--- config.mk ---
export PLATFORM = sky130hd
export DESIGN_NAME = sample_dma
export DESIGN_NICKNAME = d
export VERILOG_FILES = /design/src/rtl/audio_dma_pkg.sv /design/src/rtl/sample_fifo.sv /design/src/rtl/sample_dma.sv
export SDC_FILE = /design/constraint.sdc
export NUM_CORES = 1
export LEC_CHECK = 0
export ABC_AREA = 1
export CORE_MARGIN = 5
export CORE_UTILIZATION = 57
export DETAILED_ROUTE_END_ITERATION = 7
export GPL_ROUTABILITY_DRIVEN = 0
export PLACE_DENSITY = 0.83
export REMOVE_ABC_BUFFERS = 1
export SLEW_MARGIN = 10
export SYNTH_ARGS = -nofsm -noshare
export SYNTH_HDL_FRONTEND = slang
export SYNTH_SLANG_ARGS = --single-unit
--- constraint.sdc ---
create_clock -name wb_clk -period 9 [get_ports wb_clk]
set_input_delay 0.9 -clock wb_clk [delete_from_list [all_inputs] [get_ports wb_clk]]
set_output_delay 0.9 -clock wb_clk [all_outputs]
set_load 0.05 [all_outputs]
--- src/rtl/audio_dma_pkg.sv ---
// Shared definitions for the audio sample DMA: register map, bit positions and FSM encoding.
package audio_dma_pkg;

  localparam logic [2:0] REG_BASE   = 3'd0;
  localparam logic [2:0] REG_LEN    = 3'd1;
  localparam logic [2:0] REG_MATCH  = 3'd2;
  localparam logic [2:0] REG_CTRL   = 3'd3;
  localparam logic [2:0] REG_STATUS = 3'd4;

  localparam int unsigned CTRL_EN_BIT      = 0;
  localparam int unsigned CTRL_FLUSH_BIT   = 1;
  localparam int unsigned STATUS_OVF_BIT   = 16;
  localparam int unsigned STATUS_EMPTY_BIT = 17;

  typedef enum logic {
    StIdle  = 1'b0,
    StWrite = 1'b1
  } dma_state_e;

endpackage

--- src/rtl/sample_fifo.sv ---
// Synchronous FIFO for audio samples with combinational head and a synchronous flush.
module sample_fifo #(
  parameter int unsigned DEPTH = 4,
  parameter int unsigned WIDTH = 32
) (
  input  logic             i_clk,
  input  logic             i_rst_n,
  input  logic             i_push,
  input  logic             i_pop,
  input  logic             i_flush,
  input  logic [WIDTH-1:0] i_data,
  output logic [WIDTH-1:0] o_data,
  output logic             o_full,
  output logic             o_empty
);

  localparam int unsigned AW = (DEPTH > 1) ? $clog2(DEPTH) : 1;
  localparam logic [AW:0] PtrOne = 1;

  logic [WIDTH-1:0] r_mem [DEPTH];
  logic [AW:0]      r_wptr;
  logic [AW:0]      r_rptr;
  logic             w_push_ok;
  logic             w_pop_ok;

  // Extra pointer bit distinguishes full from empty when the low bits match.
  assign o_empty = (r_wptr == r_rptr);
  assign o_full  = (r_wptr[AW] != r_rptr[AW]) && (r_wptr[AW-1:0] == r_rptr[AW-1:0]);
  assign o_data  = r_mem[r_rptr[AW-1:0]];

  assign w_pop_ok  = i_pop && !o_empty;
  assign w_push_ok = i_push && (!o_full || w_pop_ok);

  always_ff @(posedge i_clk or negedge i_rst_n) begin
    if (!i_rst_n) begin
      r_wptr <= '0;
      r_rptr <= '0;
    end else if (i_flush) begin
      r_wptr <= '0;
      r_rptr <= '0;
    end else begin
      if (w_push_ok) r_wptr <= r_wptr + PtrOne;
      if (w_pop_ok)  r_rptr <= r_rptr + PtrOne;
    end
  end

  always_ff @(posedge i_clk) begin
    if (w_push_ok && !i_flush) r_mem[r_wptr[AW-1:0]] <= i_data;
  end

endmodule

--- src/rtl/sample_dma.sv ---
// Wishbone DMA master writing audio samples into a circular RAM buffer, with a CPU
// configuration window on dbus and done/match interrupt pulses.
module sample_dma
  import audio_dma_pkg::*;
#(
  parameter int unsigned       AWIDTH     = 8,
  parameter logic [AWIDTH-1:0] ADDR       = 8'h60,
  parameter int unsigned       FIFO_DEPTH = 4,
  parameter int unsigned       IDX_W      = 12
) (
  input  logic        wb_clk,
  input  logic        wb_rst_n,
  input  logic        wb_dbus_cyc,
  input  logic        wb_dbus_we,
  input  logic [31:0] wb_dbus_adr,
  input  logic [31:0] wb_dbus_dat,
  output logic        ack,
  output logic [31:0] rdt,
  input  logic        s_valid,
  input  logic [31:0] s_data,
  output logic        dma_cyc,
  output logic        dma_we,
  output logic [3:0]  dma_sel,
  output logic [31:0] dma_adr,
  output logic [31:0] dma_dat,
  input  logic        dma_ack,
  output logic        dma_done,
  output logic        dma_match
);

  localparam logic [IDX_W-1:0] IdxOne = 1;

  dma_state_e       r_state;
  dma_state_e       w_state_next;
  logic             r_ack;
  logic             r_acked;
  logic [31:0]      r_base;
  logic [IDX_W-1:0] r_len;
  logic [IDX_W-1:0] r_match;
  logic [IDX_W-1:0] r_index;
  logic             r_en;
  logic             r_overflow;
  logic             r_flush_pend;
  logic             r_done;
  logic             r_match_p;
  logic [31:0]      r_adr;
  logic [31:0]      r_dat;

  logic             w_sel;
  logic [2:0]       w_idx;
  logic             w_wr;
  logic [31:0]      w_rdata;
  logic             w_flush_req;
  logic             w_flush_any;
  logic             w_flush_now;
  logic             w_write_ack;
  logic             w_start;
  logic             w_wrap;
  logic             w_fifo_full;
  logic             w_fifo_empty;
  logic [31:0]      w_fifo_head;
  logic             w_push;
  logic             w_ovf_set;
  logic             w_unused_adr;

  assign w_sel        = wb_dbus_cyc && (wb_dbus_adr[31 -: AWIDTH] == ADDR);
  assign w_idx        = wb_dbus_adr[4:2];
  assign w_wr         = r_ack && w_sel && wb_dbus_we;
  assign w_unused_adr = ^{wb_dbus_adr[31-AWIDTH:5], wb_dbus_adr[1:0]};

  assign ack = r_ack && w_sel;
  assign rdt = (r_ack && w_sel && !wb_dbus_we) ? w_rdata : '0;

  // A flush requested mid-transfer is held until the ack so the bus write is never cut short.
  assign w_flush_req = w_wr && (w_idx == REG_CTRL) && wb_dbus_dat[CTRL_FLUSH_BIT];
  assign w_flush_any = w_flush_req || r_flush_pend;
  assign w_write_ack = (r_state == StWrite) && dma_ack;
  assign w_flush_now = w_flush_any && ((r_state == StIdle) || w_write_ack);

  // Greater-or-equal compare lets a shrunk LEN wrap on the next completed write.
  assign w_wrap = (r_len == '0) || (r_index >= (r_len - IdxOne));

  assign w_push    = s_valid && r_en && (!w_fifo_full || w_write_ack) && !w_flush_now;
  assign w_ovf_set = s_valid && r_en && w_fifo_full && !w_write_ack;

  sample_fifo #(
    .DEPTH (FIFO_DEPTH),
    .WIDTH (32)
  ) u_fifo (
    .i_clk   (wb_clk),
    .i_rst_n (wb_rst_n),
    .i_push  (w_push),
    .i_pop   (w_write_ack),
    .i_flush (w_flush_now),
    .i_data  (s_data),
    .o_data  (w_fifo_head),
    .o_full  (w_fifo_full),
    .o_empty (w_fifo_empty)
  );

  always_comb begin
    w_rdata = '0;
    case (w_idx)
      REG_BASE:   w_rdata = r_base;
      REG_LEN:    w_rdata[IDX_W-1:0] = r_len;
      REG_MATCH:  w_rdata[IDX_W-1:0] = r_match;
      REG_CTRL:   w_rdata[CTRL_EN_BIT] = r_en;
      REG_STATUS: begin
        w_rdata[IDX_W-1:0]        = r_index;
        w_rdata[STATUS_OVF_BIT]   = r_overflow;
        w_rdata[STATUS_EMPTY_BIT] = w_fifo_empty;
      end
      default:    w_rdata = '0;
    endcase
  end

  always_comb begin
    w_state_next = r_state;
    w_start      = 1'b0;
    case (r_state)
      StIdle: begin
        if (!w_fifo_empty && r_en && (r_len != '0) && !w_flush_any) begin
          w_state_next = StWrite;
          w_start      = 1'b1;
        end
      end
      StWrite: begin
        if (dma_ack) w_state_next = StIdle;
      end
      default: w_state_next = StIdle;
    endcase
  end

  always_ff @(posedge wb_clk or negedge wb_rst_n) begin
    if (!wb_rst_n) begin
      r_state <= StIdle;
    end else begin
      r_state <= w_state_next;
    end
  end

  // Ack once per selected cycle; r_acked blocks re-assertion until cyc drops.
  always_ff @(posedge wb_clk or negedge wb_rst_n) begin
    if (!wb_rst_n) begin
      r_ack   <= 1'b0;
      r_acked <= 1'b0;
    end else begin
      r_ack   <= w_sel && !r_ack && !r_acked;
      r_acked <= wb_dbus_cyc && (r_acked || r_ack);
    end
  end

  always_ff @(posedge wb_clk or negedge wb_rst_n) begin
    if (!wb_rst_n) begin
      r_base       <= '0;
      r_len        <= '0;
      r_match      <= '0;
      r_en         <= 1'b0;
      r_overflow   <= 1'b0;
      r_flush_pend <= 1'b0;
      r_index      <= '0;
      r_done       <= 1'b0;
      r_match_p    <= 1'b0;
      r_adr        <= '0;
      r_dat        <= '0;
    end else begin
      if (w_wr && (w_idx == REG_BASE))  r_base  <= {wb_dbus_dat[31:2], 2'b00};
      if (w_wr && (w_idx == REG_LEN))   r_len   <= wb_dbus_dat[IDX_W-1:0];
      if (w_wr && (w_idx == REG_MATCH)) r_match <= wb_dbus_dat[IDX_W-1:0];
      if (w_wr && (w_idx == REG_CTRL))  r_en    <= wb_dbus_dat[CTRL_EN_BIT];

      if (w_ovf_set) begin
        r_overflow <= 1'b1;
      end else if (w_wr && (w_idx == REG_STATUS) && wb_dbus_dat[STATUS_OVF_BIT]) begin
        r_overflow <= 1'b0;
      end

      r_flush_pend <= w_flush_any && !w_flush_now;

      if (w_flush_now) begin
        r_index <= '0;
      end else if (w_write_ack) begin
        r_index <= w_wrap ? '0 : r_index + IdxOne;
      end

      r_done    <= w_write_ack && w_wrap;
      r_match_p <= w_write_ack && (r_index == r_match);

      if (w_start) begin
        r_adr <= r_base + {{(30-IDX_W){1'b0}}, r_index, 2'b00};
        r_dat <= w_fifo_head;
      end
    end
  end

  assign dma_cyc   = (r_state == StWrite);
  assign dma_we    = dma_cyc;
  assign dma_sel   = dma_cyc ? 4'hf : 4'h0;
  assign dma_adr   = r_adr;
  assign dma_dat   = r_dat;
  assign dma_done  = r_done;
  assign dma_match = r_match_p;

endmodule

==> metrics.md, run 1 <==
| Metric | Value |
|---|---|
| Critical Path Stages | 9 |
| Chip Width | 162 um |
| Pwr/cell area | 153 mW/mm^2 |
| Most common cell in the netlist | nand2_1 |
| Hold Violations, Final | 0 |
| WL met2 | 16100 um |
| # Max-Cap Violations | 0 |
| P&R area growth vs syn | 21.7% |
| R2R depth | 18 |
| PortBufs | around 180 |
| Simple-gate share of the synthesized area | between 20% and 30% |
| CP max FO | 17 |
| Die height | around 160 um |
| Clock sink total | 270 |
| Skew final | between 0.01 and 0.015 ns |
| CTS tree | built |
| Min cycle time layout | between 5 and 6 ns |
| Sequential element share of the synthesized area | 55.9% |
| Placed cells | 1895 |
| Net Sw Power | just over 500 uW |
| DR pass1 iterations | 5 |
| Synth Area in Compound Gates | under 10% |
| Highest Signal Layer | met5 |
| H-tree level count | 1 |
| All-Layer GR Usage | between 20% and 30% |
| Arr. time, crit path | between 4 and 5 ns |
| Slew Limit Fails | 0 |
| Top post-synthesis cells by count | nand2_1, nor2_1, dfrtp_1 |
| Required time worst endpoint | between 8 and 9 ns |
| Layout cells sized above 1 | 5.40% |
| YS warnings | 0 |
| # setup viols final | 0 |
| Post CTS Setup Buffer Count | 0 |
| Clk pwr share | between 40% and 50% |
| Initial antenna violation count | 2 |
| Routed WL | ~33000 um |
| CP startpoint | wb_dbus_adr[3] |
| First-pass GRT wire length | about 54000 um |
| Die area | around 0.026 sq mm |
| DRC viols | 0 |
| RR Endpoint | r_index[8] |
| Worst r2r src | r_len[0] |
| Crit path to | rdt[3] |
| Post-synth cell types | 40 |
| Buf/Inv on CP | 5 |
| Rows | 55 |
| Slew @ Worst Pin | around 1.1 ns |
| Root Buffer | clkbuf_16 |
| Synth Instances | ~1500 |
| Peak supply drop | around 0.16 mV |
| Vias | approximately 11000 |
| Top-area cell type share of the netlist area | 29.0% |
| Cts repair resizes | 0 |
| Post-Syn Area per Cell | slightly above 9 sq um |
| 1st-iter DRT viols | 893 |
| Setup TNS | 0 ns |
| Startpoint Class | input pin |
| # hold bufs at CTS | 0 |
| Logic pwr share | under 10% |
| Ant. Diodes | 0 |
| Total Nets Final | ~1700 |
| Post-synthesis mux area share | 2.27% |
| Top delay family on crit path | buffers and inverters |
| Fin cells | roughly 1900 |
| Critical path class | input pin to primary output |
| LEAKAGE | between 7 and 8 nW |
| CORE AREA | about 0.023 sq mm |
| Status | complete, no violations |
| # IOs | 207 |
| Largest family of logic cells by synthesized area | simple AND/OR/NAND/NOR gates |
| Biggest area consumer among synthesized cells | edfxtp_1 |
| Synth area leaders | edfxtp_1, dfrtp_1, nand2_1 |
| Post-synthesis adder-cell area fraction | a little over 3% |
| Post-synth ARST share | a little over half |
| Routed wl met3 | ~2600 um |
| Post-DP HPWL | about 22000 um |
| Period utilization | between 50 and 60% |
| Antenna Nets Post-Route | 0 |
| Hold Path Class | input pin to async pin |
| Crit-path slowest cell | clkdlybuf4s50_1 |
| RSZ-0062 raised after global routing | false |
| Worst slew margin | between 20% and 30% |
| CTS max path bufs | 3 |
| Vias/cell | roughly 5.5 |
| Final Core Density | between 70 and 80% |
| Gr ovfl total | 0 |
| Max stage delay on crit path | 0.84 ns |
| Vias in the first global route | about 11000 |
| Synth Flop Type | dfrtp_1 |
| Wire per inst | approximately 17 um |
| Largest net degree at the start of global routing | 77 |
| Clock Latency Late Sink | roughly 0.56 ns |
| WL met1 | roughly 14000 um |
| Number of synthesized register bits | between 200 and 300 |
| XOR/XNOR Fraction of Synth Area | roughly 3.2% |
| Net Sw Frac | between 20% and 30% |
| Number of synthesized flops with an enable pin | ~130 |
| Sequential share of power | 52.6% |
| CP Capture Type | primary output |
| Starting density of the core | 58.1% |
| Total CTS buffers | 28 |
| Worst reg2reg setup slack | 5.67 ns |
| Clock slew seen by the registers of the worst setup and hold paths | 0.05 ns |
| Synthesized cell area | ~0.013 sq mm |
| Internal power | 1.95 mW |
| Fmax | between 150 and 200 MHz |
| Ordered cell list for the critical path | clkdlybuf4s50_1 > nor2_1 > inv_1 > nor2_2 > inv_1 > o22ai_1 > inv_1 > a31oi_1 > clkdlybuf4s50_1 |
| Most used cell, CP | inv_1 |
registers in the layout, summed over array words and instances, names as in the netlist, 12 cells and up:
signal and count:
u_fifo.r_mem 128, r_len 12, dma_adr 30, dma_dat 32
r_base 30, r_match 12, r_index 12
power by group through the flow:
stage / combinational, mW / clock [mW] / sequential (mW)
6_report: 0.0696 / 1.10 / 1.29
3_5_place_dp: 0.0698 / 0 / 1.32
3_3_place_gp: 0.0681 / 0 / 1.32
4_1_cts: 0.0702 / 1.11 / 1.29
5_1_grt: 0.0761 / 1.16 / 1.29
2_1_floorplan: 0.00911 / 0 / 1.32
stage by stage:
step | hold slack [ns] | power, mW | setup WS [ns] | area, sq um
after global placement | 0.421 | 1.39 | 3.92 | 15200
after detailed placement | 0.449 | 1.39 | 3.82 | 15200
after CTS | 0.387 | 2.48 | 3.78 | 16100
final | 0.379 | 2.46 | 3.79 | 16100
after floorplan | 0.412 | 1.33 | 3.99 | 12900
after global routing | 0.423 | 2.53 | 3.61 | 16100
worst min-delay path by stage:
stage                  start            to  slack (ns)  depth (start not counted)
finish              wb_rst_n    r_match[4]        0.38                          1
global route        wb_rst_n  r_flush_pend        0.42                          1
CTS                 wb_rst_n      r_len[0]        0.39                          1
detailed placement   r_acked         r_ack        0.45                          1
global placement     r_acked         r_ack        0.42                          1
floorplan            r_acked         r_ack        0.41                          1
kinds of logic (layout without fill, tap and decap cells):
logic type / after synthesis / count (layout)
AND/OR/NAND/NOR: 710 / 710
flip-flops: 270 / 270
buffers and inverters: 191 / 365
AO/OA/AOI/OAI: 182 / 182
XOR/XNOR: 48 / 48
adder cells (fa/ha/maj): 32 / 32
multiplexers: 20 / 20
other: 1 / 2
cell usage in the layout, fill, tap and decap left out, types with 17 or more instances in the layout:
cell type,n
xor2_1,34
clkbuf_16,28
clkdlybuf4s50_1,182
dfrtp_1,141
nor2_1,141
mux2_4,20
ha_1,31
inv_1,127
nand3_1,51
a21oi_1,17
edfxtp_1,128
o22ai_1,35
nor3_1,28
nand2_1,441
o21ai_0,111
nand4_1,26
worst reg2reg max path: stages, from the launching register on:
cell	delay, ns
dfrtp_1	0.40
inv_1	0.13
ha_1	0.20
nand2_1	0.12
nor3_1	0.26
nand3_1	0.19
nor2_1	0.15
xor2_1	0.17
inv_1	0.06
ha_1	0.26
nand2_1	0.09
inv_1	0.04
nand2_1	0.06
nand2_1	0.05
a21oi_1	0.11
nand4_1	0.49
nor2_1	0.25
nand4_1	0.11
nand2_1	0.12
per-layer routing:
metal / vias up / track usage [%]
met5: - / 0
met4: 4 / 9.46
met3: 84 / 4.71
met2: 408 / 42.9
met1: 5087 / 32.5
li1: 5102 / -
cell type report:
type	instances	area, sq um
tap	313	392
fill	1670	6660
timing repair buffer	190	1890
clock inverter	14	126
clock buffer	33	749
multi-input combinational	994	5090
inverter	128	480
sequential	270	7400
Power figures use the tool's default switching activity.
==> run 2, diff against run 1 <==
- CORE_UTILIZATION: 57 -> 49
- PLACE_DENSITY: 0.83 -> 0.76
- clock period: 9 -> 4.7 ns (I/O delays scaled with it)
==> metrics.md, run 2 (synthesized netlist as in run 1, its figures left out) <==
| Metric | Value |
|---|---|
| Status | complete, no violations |
| Finished layout cell area | 0.0164 sq mm |
| R2R depth | 18 |
| Worst reg2reg setup slack | ~1.5 ns |
| Total power draw | approximately 5.0 mW |
| Required time worst endpoint | roughly 4.2 ns |
| Rows | 60 |
| Arr. time, crit path | 3.32 ns |
| Max stage delay on crit path | 0.86 ns |
| Vias/cell | roughly 5.4 |
| Die area | between 0.03 and 0.04 sq mm |
| LEAKAGE | between 7 and 8 nW |
| Chip Width | about 170 um |
| Worst r2r src | r_len[0] |
| Vias | roughly 11000 |
| Wire per inst | about 17 um |
| RSZ-0062 raised after global routing | false |
| Min-Delay Path Depth | 1 |
| Placed cells | a little under 2000 |
| Min cycle time layout | about 3.8 ns |
| Largest net degree at the start of global routing | 68 |
| Layout cells sized above 1 | under 10% |
| Commonest non-fill, non-tap cell in the layout | nand2_1 |
| # IOs | a little over 200 |
| Most used cell, CP | clkdlybuf4s50_1 |
| Peak supply drop | between 0.3 and 0.4 mV |
| Initial antenna violation count | 1 |
| CORE AREA | about 0.027 sq mm |
| Buf/Inv on CP | 3 |
| FILL cells | ~2200 |
| Slew @ Worst Pin | ~1.1 ns |
| Worst slew margin | 28.5% |
| Total CTS buffers | 29 |
| Startpoint Class | input pin |
| P&R area growth vs syn | 23.5% |
| H-tree level count | 1 |
| # Max-Cap Violations | 0 |
| Clock sink total | 270 |
| Hold EP | r_ack |
| Gr ovfl total | 0 |
| Clock slew seen by the registers of the worst setup and hold paths | roughly 0.060 ns |
| Routed WL | approximately 34000 um |
| CP Capture Type | primary output |
| Vias in the first global route | ~11000 |
| Die height | approximately 170 um |
| Starting density of the core | a little under 50% |
| Top delay family on crit path | buffers and inverters |
| DRC viols | 0 |
| Period utilization | between 80% and 90% |
| DR pass1 iterations | 5 |
| Root Buffer | clkbuf_16 |
| Hold Violations, Final | 0 |
| CTS max path bufs | 3 |
| Setup TNS | 0 ns |
| CP startpoint | wb_dbus_adr[29] |
| RR Endpoint | r_index[5] |
| Critical path class | input pin to primary output |
| Worst hold path startpoint | r_acked |
| # setup viols final | 0 |
| Hold Path Class | flop to flop |
| Antenna Nets Post-Route | 0 |
| CP max FO | 11 |
| Max reg flops | 128 |
| Total Nets Final | around 1800 |
| CTS tree | built |
| Cts repair resizes | 0 |
| Most frequent cells in the layout | nand2_1, clkdlybuf4s50_1, nor2_1, dfrtp_1, edfxtp_1 |
| Final Core Density | between 60% and 70% |
| Register Area | approximately 0.0074 sq mm |
| Dpl cell area | roughly 0.015 sq mm |
| Fmax | around 260 MHz |
| # hold bufs at CTS | 1 |
| Skew final | 0.0157 ns |
| Ant. Diodes | 0 |
| Clock Latency Late Sink | 0.55 ns |
| Multi-input gate area | just over 0.005 sq mm |
| Fin cells | between 1500 and 2000 |
| PnR worst setup slack | 0.914 ns |
| All-Layer GR Usage | between 20% and 30% |
| WHS | between 0.4 and 0.5 ns |
| Post-DP HPWL | 22900 um |
| Pwr/cell area | just over 300 mW/mm^2 |
| Slew Limit Fails | 0 |
| Post CTS Setup Buffer Count | 0 |
| Crit-path slowest cell | clkdlybuf4s50_1 |
| Place WS | a little under 1 ns |
| PortBufs | 183 |
| Ordered cell list for the critical path | clkdlybuf4s50_1 > inv_1 > nor2_1 > nand3_2 > nor4_1 > o211ai_1 > a31oi_1 > clkdlybuf4s50_1 |
| First-pass GRT wire length | 54200 um |
| 1st-iter DRT viols | around 860 |
-- run 2: cell types whose count changed in the layout (fill, tap and decap cells not counted), sizes merged --
cell and delta:
clkinvlp +5, bufinv +3, dlygate4sd3 +1, buf +9
clkbuf +2, clkinv -4, inv +1
-- run 2: routing by layer --
layer	track usage (%)	wire length (um)	up-vias	part of all wire (%)
met2	36.5	16100	351	48
met3	4.52	2340	72	6.9
li1	-	-	5123	-
met1	28.3	14400	5121	43
met4	6.86	917	2	2.7
met5	0	12	-	0.036
-- run 2: cell type report --
type / count / share of cell area [%]
inverter: 128 / 2.94
timing repair buffer: 200 / 12.0
tap: 341 / 2.61
sequential: 270 / 45.2
clock buffer: 35 / 4.82
clock inverter: 19 / 1.32
multi-input combinational: 994 / 31.1
-- run 2: worst max path at each step --
stage	to	slack (ns)	depth (start not counted)
after global placement	rdt[2]	0.96	8
after detailed placement	rdt[3]	0.98	10
final	rdt[2]	0.91	8
after CTS	rdt[2]	0.98	8
after global routing	rdt[2]	0.73	8
after floorplan	u_fifo.r_mem[3][0]	-0.31	6
-- run 2: worst register-to-register path: stages (launching register included) --
cell,delay (ns)
dfrtp_1,0.40
inv_1,0.13
ha_1,0.20
nand2_1,0.11
nor3_1,0.24
nand3_1,0.18
nor2_1,0.15
xor2_1,0.15
inv_1,0.06
ha_1,0.26
nand2_1,0.09
inv_1,0.04
nand2_1,0.05
nand2_1,0.05
a21oi_1,0.12
nand4_1,0.45
nor2_1,0.26
nand4_1,0.11
nand2_1,0.10
-- run 2: report_power, final --
| group | internal, mW | leakage, nW | switching (mW) | total, mW |
|---|---|---|---|---|
| clock network | 1.42 | 0.478 | 0.935 | 2.35 |
| registers | 2.48 | 3.13 | 0.000103 | 2.48 |
| logic | 0.0657 | 3.64 | 0.0709 | 0.137 |
